[src/rtl/rgb_sram_writer_pkg.sv]
// Shared types, defaults and the 8-bit channel clip used by the RGB SRAM writer.
package rgb_sram_writer_pkg;

    // Write-side FSM states: one state per packed word of a pixel pair
    typedef enum logic [2:0] {
        S_WR_IDLE,
        S_WR_W0,
        S_WR_W1,
        S_WR_W2,
        S_WR_DONE
    } wr_state_t;

    localparam logic [17:0] DEF_RGB_OFFSET = 18'd146944;
    localparam logic [17:0] DEF_NUM_PAIRS  = 18'd38400;
    localparam int          DEF_FRAC_BITS  = 16;

    // Clipped pair layout: {Re, Ge, Be, Ro, Go, Bo}, eight bits each
    localparam int PAIR_W = 48;

    // Clip a signed fixed-point accumulator to 0..255.
    // Negative values floor at 0; any integer bit above the low byte saturates at 255.
    function automatic logic [7:0] clip8(input logic signed [31:0] v, input int frac);
        logic [31:0] shifted;
        shifted = $unsigned(v) >> frac;
        if (v[31]) begin
            return 8'd0;
        end else if (|shifted[31:8]) begin
            return 8'hFF;
        end else begin
            return shifted[7:0];
        end
    endfunction

endpackage

[src/rtl/rgb_sram_writer_clip8.sv]
// Combinational 32-bit signed accumulator to 8-bit channel clip.
module rgb_clip8
    import rgb_sram_writer_pkg::*;
#(
    parameter int FRAC_BITS = DEF_FRAC_BITS
) (
    input  logic signed [31:0] value,
    output logic        [7:0]  clipped
);

    assign clipped = clip8(value, FRAC_BITS);

endmodule

[src/rtl/rgb_sram_writer.sv]
// Clips RGB pixel pairs to 8 bits, buffers two pairs and writes them to SRAM
// as three packed 16-bit words per pair while the bus is granted.
module rgb_sram_writer
    import rgb_sram_writer_pkg::*;
#(
    parameter logic [17:0] RGB_OFFSET = DEF_RGB_OFFSET,
    parameter logic [17:0] NUM_PAIRS  = DEF_NUM_PAIRS,
    parameter int          FRAC_BITS  = DEF_FRAC_BITS
) (
    input  logic               Clock_50,
    input  logic               Resetn,
    input  logic               start,
    input  logic               pair_valid,
    output logic               pair_ready,
    input  logic signed [31:0] r_even,
    input  logic signed [31:0] g_even,
    input  logic signed [31:0] b_even,
    input  logic signed [31:0] r_odd,
    input  logic signed [31:0] g_odd,
    input  logic signed [31:0] b_odd,
    input  logic               sram_grant,
    output logic        [17:0] SRAM_address,
    output logic        [15:0] SRAM_write_data,
    output logic               SRAM_we_n,
    output logic               busy,
    output logic               done
);

    // Final word address of the frame; the address register never moves past it
    localparam logic [17:0] LAST_ADDR = 18'(RGB_OFFSET + 18'd3 * NUM_PAIRS - 18'd1);
    localparam logic [17:0] LAST_PAIR = 18'(NUM_PAIRS - 18'd1);

    wr_state_t          state_reg;
    logic [17:0]        addr_reg;
    logic [17:0]        pair_cnt_reg;

    logic [PAIR_W-1:0]  fifo_mem [2];
    logic               wr_ptr_reg;
    logic               rd_ptr_reg;
    logic [1:0]         count_reg;

    logic signed [31:0] chan_in   [6];
    logic        [7:0]  chan_clip [6];
    logic [PAIR_W-1:0]  push_pair;
    logic [PAIR_W-1:0]  head_pair;
    logic [15:0]        word_next;
    logic               in_word_state;
    logic               issue;
    logic               push;
    logic               pop;

    // Channel order matches the stored pair layout, even pixel first
    assign chan_in[0] = r_even;
    assign chan_in[1] = g_even;
    assign chan_in[2] = b_even;
    assign chan_in[3] = r_odd;
    assign chan_in[4] = g_odd;
    assign chan_in[5] = b_odd;

    genvar gi;
    generate
        for (gi = 0; gi < 6; gi++) begin : g_clip
            rgb_clip8 #(
                .FRAC_BITS(FRAC_BITS)
            ) u_clip (
                .value  (chan_in[gi]),
                .clipped(chan_clip[gi])
            );
        end
    endgenerate

    assign push_pair = {chan_clip[0], chan_clip[1], chan_clip[2],
                        chan_clip[3], chan_clip[4], chan_clip[5]};

    // The DONE state still has busy high for its first cycle, so gate it explicitly
    assign pair_ready    = busy && (count_reg != 2'd2) && (state_reg != S_WR_DONE);
    assign push          = pair_valid && pair_ready;
    assign in_word_state = (state_reg == S_WR_W0) || (state_reg == S_WR_W1) ||
                           (state_reg == S_WR_W2);
    assign issue         = in_word_state && (count_reg != 2'd0) && sram_grant;
    assign pop           = issue && (state_reg == S_WR_W2);
    assign head_pair     = fifo_mem[rd_ptr_reg];

    // Select the packed word for the current state, high byte first
    always_comb begin
        word_next = 16'd0;
        case (state_reg)
            S_WR_W0: word_next = head_pair[47:32];
            S_WR_W1: word_next = head_pair[31:16];
            S_WR_W2: word_next = head_pair[15:0];
            default: word_next = 16'd0;
        endcase
    end

    // FIFO storage; entries are only meaningful while counted
    always_ff @(posedge Clock_50) begin
        if (push) begin
            fifo_mem[wr_ptr_reg] <= push_pair;
        end
    end

    // Write FSM, FIFO bookkeeping and registered SRAM outputs
    always_ff @(posedge Clock_50) begin
        if (!Resetn) begin
            state_reg       <= S_WR_IDLE;
            addr_reg        <= 18'd0;
            pair_cnt_reg    <= 18'd0;
            wr_ptr_reg      <= 1'b0;
            rd_ptr_reg      <= 1'b0;
            count_reg       <= 2'd0;
            SRAM_address    <= 18'd0;
            SRAM_write_data <= 16'd0;
            SRAM_we_n       <= 1'b1;
            busy            <= 1'b0;
            done            <= 1'b0;
        end else begin
            SRAM_we_n <= 1'b1;
            if (start) begin
                // Begin or abort-and-restart; a partially written pair is abandoned
                state_reg    <= S_WR_W0;
                addr_reg     <= RGB_OFFSET;
                pair_cnt_reg <= 18'd0;
                wr_ptr_reg   <= 1'b0;
                rd_ptr_reg   <= 1'b0;
                count_reg    <= 2'd0;
                busy         <= 1'b1;
                done         <= 1'b0;
            end else begin
                if (push) begin
                    wr_ptr_reg <= ~wr_ptr_reg;
                end
                if (pop) begin
                    rd_ptr_reg <= ~rd_ptr_reg;
                end
                if (push && !pop) begin
                    count_reg <= count_reg + 2'd1;
                end else if (!push && pop) begin
                    count_reg <= count_reg - 2'd1;
                end

                if (issue) begin
                    SRAM_we_n       <= 1'b0;
                    SRAM_address    <= addr_reg;
                    SRAM_write_data <= word_next;
                    if (addr_reg != LAST_ADDR) begin
                        addr_reg <= addr_reg + 18'd1;
                    end
                end

                case (state_reg)
                    S_WR_IDLE: begin
                        busy <= 1'b0;
                    end
                    S_WR_W0: begin
                        if (issue) begin
                            state_reg <= S_WR_W1;
                        end
                    end
                    S_WR_W1: begin
                        if (issue) begin
                            state_reg <= S_WR_W2;
                        end
                    end
                    S_WR_W2: begin
                        if (issue) begin
                            pair_cnt_reg <= pair_cnt_reg + 18'd1;
                            if (pair_cnt_reg == LAST_PAIR) begin
                                state_reg <= S_WR_DONE;
                            end else begin
                                state_reg <= S_WR_W0;
                            end
                        end
                    end
                    S_WR_DONE: begin
                        busy <= 1'b0;
                        done <= 1'b1;
                    end
                    default: begin
                        state_reg <= S_WR_IDLE;
                    end
                endcase
            end
        end
    end

endmodule
[config.mk]
export PLATFORM = sky130hd
export DESIGN_NAME = rgb_sram_writer
export DESIGN_NICKNAME = d
export VERILOG_FILES = /design/src/rtl/rgb_sram_writer_pkg.sv /design/src/rtl/rgb_sram_writer_clip8.sv /design/src/rtl/rgb_sram_writer.sv
export SDC_FILE = /design/constraint.sdc
export NUM_CORES = 1
export LEC_CHECK = 0
export ABC_AREA = 1
export CAP_MARGIN = 10
export CORE_MARGIN = 5
export CORE_UTILIZATION = 43
export CTS_CLUSTER_SIZE = 28
export DETAILED_ROUTE_END_ITERATION = 10
export PLACE_DENSITY = 0.79
export SLEW_MARGIN = 40
export SYNTH_ARGS = -nofsm -noshare
export SYNTH_HDL_FRONTEND = slang
export SYNTH_SLANG_ARGS = --single-unit
[constraint.sdc]
create_clock -name Clock_50 -period 3.25 [get_ports Clock_50]
set_clock_uncertainty 0.1 [all_clocks]
set_input_delay 0.65 -clock Clock_50 [delete_from_list [all_inputs] [get_ports Clock_50]]
set_output_delay 0.65 -clock Clock_50 [all_outputs]
set_load 0.005 [all_outputs]
* Yosys cells after proc, flatten, opt, wreduce, memory -nomap -nowiden *
Memory sizes are Yosys's and may differ from the RTL's. A register that Yosys moved wholly into a read port is not among the register bits.
Index checks and enable logic that the tools add are counted.

word-level totals
  register bits = 80
  bits in writable memories = 96
  input bits = 197
  word-level logic and storage cells = 101
  memories kept = 1

cells by class
  add/subtract/negate cells = 4
  equality and inequality tests = 15
  muxes and demuxes = 31
  bitwise gates (word level) = 5
  reduce and logical (&&, ||, !) cells = 32

memory list
  memory    words  bits a word  rd ports  clocked after memory_dff  wr ports  RTL line               RTL
  fifo_mem  2      48           1         1                         1         rgb_sram_writer.sv:37  logic [PAIR_W-1:0] fifo_mem [2];

operator list
  kind                                              number
  2-to-1 mux 8 bit                                  12
  2-to-1 mux 18 bit                                 3
  one-hot mux 16 bit (3 select lines)               1
  OR reduction 8 bit                                6
  adder 18 x 1 -> 18 bit (second input constant)    2
  == test 18 x 16 -> 1 bit (second input constant)  1
  != test 18 bit (second input constant)            1
  2-to-1 mux 3 bit                                  4
  != test 3 bit (second input constant)             4
  one-hot mux 3 bit (4 select lines)                1
  nonzero test 2 bit                                5
  logical AND 1 bit                                 8
  2-to-1 mux 1 bit                                  8
  != test 2 bit (second input constant)             4
  AND reduction 2 bit                               4
  AND reduction 4 bit                               2
  == test 3 x 2 -> 1 bit (second input constant)    2
  NOT 1 bit                                         5
  2-to-1 mux 2 bit                                  2
  OR reduction 2 bit                                2
  == test 3 x 1 -> 1 bit (second input constant)    1
  == test 3 bit (second input constant)             1
  logical NOT 3 bit                                 1
  adder 2 x 1 -> 2 bit (second input constant)      1
  other kinds (4)                                   6

* Longest topological paths before layout *
  depth after elaboration = 9
  depth in mapped cells = 11
  gate-level depth less buffers = 11

* Modules after synthesis *
A second synthesis with hierarchy kept.

second synthesis, totals
  cell total of the unflattened synthesis = 905
  area total of the unflattened synthesis = 7,938.9 µm²

by module, submodules not included
  module           times used  cells each  area each (µm²)
  rgb_sram_writer  1           761         7,233.2
  rgb_clip8        6           24          117.6

* Worst setup path after synthesis *
OpenSTA, ideal clock, no wires.

  path kind = reg-to-reg
  from = register state_reg[1]
  to = memory fifo_mem[0][0], enable pin
  setup time = 0.454 ns
  data arrival time = 2.972 ns
  required time = 2.696 ns
  path slack = -0.275 ns
  cell stages (with the launch flop) = 7
  path through = dfxtp_1 inv_1 nand2_1 o21ai_0 a21oi_1 nand2_1 nor2_1

on the way
  longest elaborated chain between the ends = 5

ends and longest elaborated chain
  item                                    RTL line                RTL
  start, declared                         rgb_sram_writer.sv:33   wr_state_t state_reg;
  start signal, assigned                  rgb_sram_writer.sv:105  state_reg <= S_WR_IDLE;
  start signal, assigned                  rgb_sram_writer.sv:120  state_reg <= S_WR_W0;
  start signal, assigned                  rgb_sram_writer.sv:156  state_reg <= S_WR_W1;
  != test 3 bit                           rgb_sram_writer.sv:76   assign pair_ready = busy && (count_reg != 2'd2) && (state_reg != S_WR_DONE);
  logical AND 1 bit                       rgb_sram_writer.sv:76
  net pair_ready                          rgb_sram_writer.sv:14   output logic pair_ready,
  logical AND 1 bit                       rgb_sram_writer.sv:77   assign push = pair_valid && pair_ready;
  2-to-1 mux 1 bit                        rgb_sram_writer.sv:97   if (push) begin
  2-to-1 mux 1 bit (implied by the code)  rgb_sram_writer.sv:98   fifo_mem[wr_ptr_reg] <= push_pair;
  end, declared                           rgb_sram_writer.sv:37

The timed path passes the listed nets, and every way through them passes these cells.

* Worst setup path in the final report *
  from = register state_reg[1]
  to = output port pair_ready

on the way
  longest elaborated chain between the ends = 2

ends and longest elaborated chain
  item               RTL line
  != test 3 bit      rgb_sram_writer.sv:76
  logical AND 1 bit  rgb_sram_writer.sv:76
  end, declared      rgb_sram_writer.sv:14

Every way passes these cells.

==> metrics.md <==
| Metric | Value |
|---|---|
| Initial antenna violation count | `0` |
| Clock latency on the worst-skew pair | `0.43 ns` |
| Minimum clock period | `2.73 ns` |
| Worst VDD drop | `0.391 mV` |
| I/O Pins | `235` |
| CTS root buf | `clkbuf_16` |
| DRT Wirelength | `18200 um` |
| Critical Path RT | `2.50 ns` |
| Most frequent cells in the layout | `nand2_1, clkdlybuf4s50_1, a21oi_1, inv_1, edfxtp_1` |
| Register bit total from synthesis | `177` |
| Die height | `146 um` |
| Slew HR | `0.592` |
| Clock Sinks | `177` |
| M2 GR Usage | `0.317` |
| GR Overflow Total | `0` |
| First-pass GRT wire length | `29800 um` |
| Post-DP HPWL | `12700 um` |
| Routing usage on met1 | `0.197` |
| Final Hold Viols | `0` |
| Via density per instance | `5.13` |
| WL per Instance | `14.6 um` |
| CTS Buffer Depth | `2` |
| Critical Path End Type | `primary output` |
| Global-route met3 utilization | `0.0392` |
| Placed insts | `1208` |
| Antenna viol nets, final | `0` |
| Netlist cell types | `45` |
| Crit path DAT | `1.98 ns` |
| LEAKAGE | `3.81 nW` |
| Filler cells | `1523` |
| Largest Register | `fifo_mem` |
| Hold WS | `0.361 ns` |
| Area growth from synthesis to layout | `28.1%` |
| Worst slew pin tran | `0.610 ns` |
| Mean Syn Cell Area | `9.16 um2` |
| Largest register FFs | `96` |
| Post-cts sizing count | `0` |
| Setup Crit Path Kind | `reg -> out` |
| Cells along the critical path | `inv_1, nand2_1, o21ai_0, a21oi_1, clkdlybuf4s50_1` |
| Startpoint types | `flop` |
| Clock Pin Slew Worst Setup and Hold Paths | `0.07 ns` |
| Finished Core Util | `0.562` |
| RSZ-0062 raised after global routing | `false` |
| Drt pass-1 iters | `5` |
| Slowest cell on crit path | `clkdlybuf4s50_1` |
| Post-synthesis sequential area ratio | `0.567` |
| Residual DRC count | `0` |
| Status | `finished, final reports clean` |
| Share of post-route cells with drive strength above 1 | `0.0890` |
| Layout Cells excl Fill | `1240` |
| Final Setup Violations | `0` |
| Antenna fix cells | `0` |
| Mapped cell area | `7940 um2` |
| Period utilisation layout | `0.840` |
| Tot Pwr | `0.00471 W` |
| Seq. cell area | `4500 um2` |
| Multi-input logic area | `2860 um2` |
| Chip width | `146 um` |
| Most common cell after layout, fill and taps aside | `nand2_1` |
| Die area | `21300 um2` |
| GP Congestion | `0.854` |
| GRT busiest layer | `met2` |
| Post-CTS Hold Buffers | `0` |
| Largest net degree at the start of global routing | `49` |
| # nets final | `1198` |
| Number of buffers added for setup after CTS | `0` |
| Vias post-DR | `6362` |
| Core box area | `18100 um2` |
| CTS tree | `built` |
| Max H-tree Level | `4` |
| Number of global-route vias before repair | `6222` |
| Max_cap viols | `0` |
| Hold Crit Class | `reg -> reg` |
| Mapped Cells | `867` |
| Starting Density | `0.439` |
| Ys Warns | `0` |
| FP Rows | `49` |
| Crit path largest cell delay | `0.54 ns` |
| Total CTS buffers | `17` |
| Critical Path Fanout Max | `5` |
| Largest area contributor in the netlist | `edfxtp_1` |
| Input/output buffers | `138` |
| PwrDens | `463 nW/um2` |
| GRT Util Overall | `0.173` |
| Post-synth top area share | `0.363` |
| Area contributors post-synth | `edfxtp_1, dfxtp_1, nand2_1` |
| Initial DRC count | `446` |
| Final Max Slew Viols | `0` |
| Syn nets | `1067` |
| Fmax | `366 MHz` |
[where the power goes]
part | internal (W) | leakage [nW] | switching [W] | total, W
Sequential | 0.00239 | 1.53 | 0.0000159 | 0.00241
Clock | 0.00103 | 0.288 | 0.000961 | 0.00199
Combinational | 0.000166 | 2.00 | 0.000141 | 0.000307
Total | 0.00359 | 3.81 | 0.00112 | 0.00471
[cells in the mapped netlist (all sizes together)]
| library cell | n |
|---|---|
| nor2 | 56 |
| buf | 15 |
| nor3b | 1 |
| ha | 3 |
| o21ai | 35 |
| or2 | 7 |
| xor2 | 6 |
| clkinv | 2 |
| dfxtp | 81 |
| xnor2 | 1 |
| nand2 | 173 |
| nor3 | 18 |
| a21boi | 8 |
| nor4 | 13 |
| edfxtp | 96 |
| nand4 | 12 |
| and3 | 1 |
| a22oi | 6 |
| clkbuf | 24 |
| a22o | 12 |
| a21o | 6 |
| mux2 | 16 |
| inv | 110 |
| o21a | 2 |
| and2 | 6 |
| nand3 | 33 |
| a21oi | 116 |
| a31oi | 7 |
| o21bai | 1 |
[critical path, delay by kind of cell, from the launching register on]
family / cells / cell delay (ns)
buffers and inverters: 2 / 0.60
AOI/OAI and AO/OA: 2 / 0.34
and+or+nand+nor: 1 / 0.15
DFF: 1 / 0.46
[kinds of logic (layout without fill, tap and decap cells)]
| family | count (synthesis) | after routing | synth area share |
|---|---|---|---|
| adder cells (fa/ha/maj) | 3 | 3 | 0.00473 |
| AO/OA/AOI/OAI | 193 | 193 | 0.136 |
| AND/OR/NAND/NOR | 320 | 320 | 0.186 |
| XOR/XNOR | 7 | 7 | 0.00772 |
| buffers and inverters | 151 | 295 | 0.0756 |
| flip-flops | 177 | 177 | 0.567 |
| multiplexers | 16 | 16 | 0.0227 |
[through the flow]
stage / TNS (ns) / worst slack (ns) / cell area [um2]
floorplan: -26.43 / -0.275 / 7940
global placement: 0 / 0.656 / 9580
detailed placement: 0 / 0.600 / 9580
CTS: 0 / 0.505 / 10200
global route: 0 / 0.380 / 10200
finish: 0 / 0.519 / 10200
[worst paths after layout]
kind / start / endpoint / slack (ns) / depth (start not counted)
worst max register to register: state_reg[1] / fifo_mem[0][2] / 0.89 / 7
worst min-delay path: SRAM_write_data[5] / SRAM_write_data[5] / 0.36 / 2
worst max-delay path: state_reg[1] / pair_ready / 0.52 / 5
worst min register to register: SRAM_write_data[5] / SRAM_write_data[5] / 0.36 / 2
[per-layer routing]
metal	share of wire	vias up
met1	0.42	2964
li1	-	3183
met2	0.51	183
met3	0.053	32
met5	0	-
met4	0.022	0
[final cells by class]
class                   instances  share of cell area
clock inverters                15              0.0161
well taps                     229              0.0282
clock buffers                  17              0.0418
flip-flops and latches        177               0.443
multi-input cells             539               0.282
repair buffers                151               0.148
inverters                     112              0.0416
No activity file was read; power rests on OpenSTA's default activity.
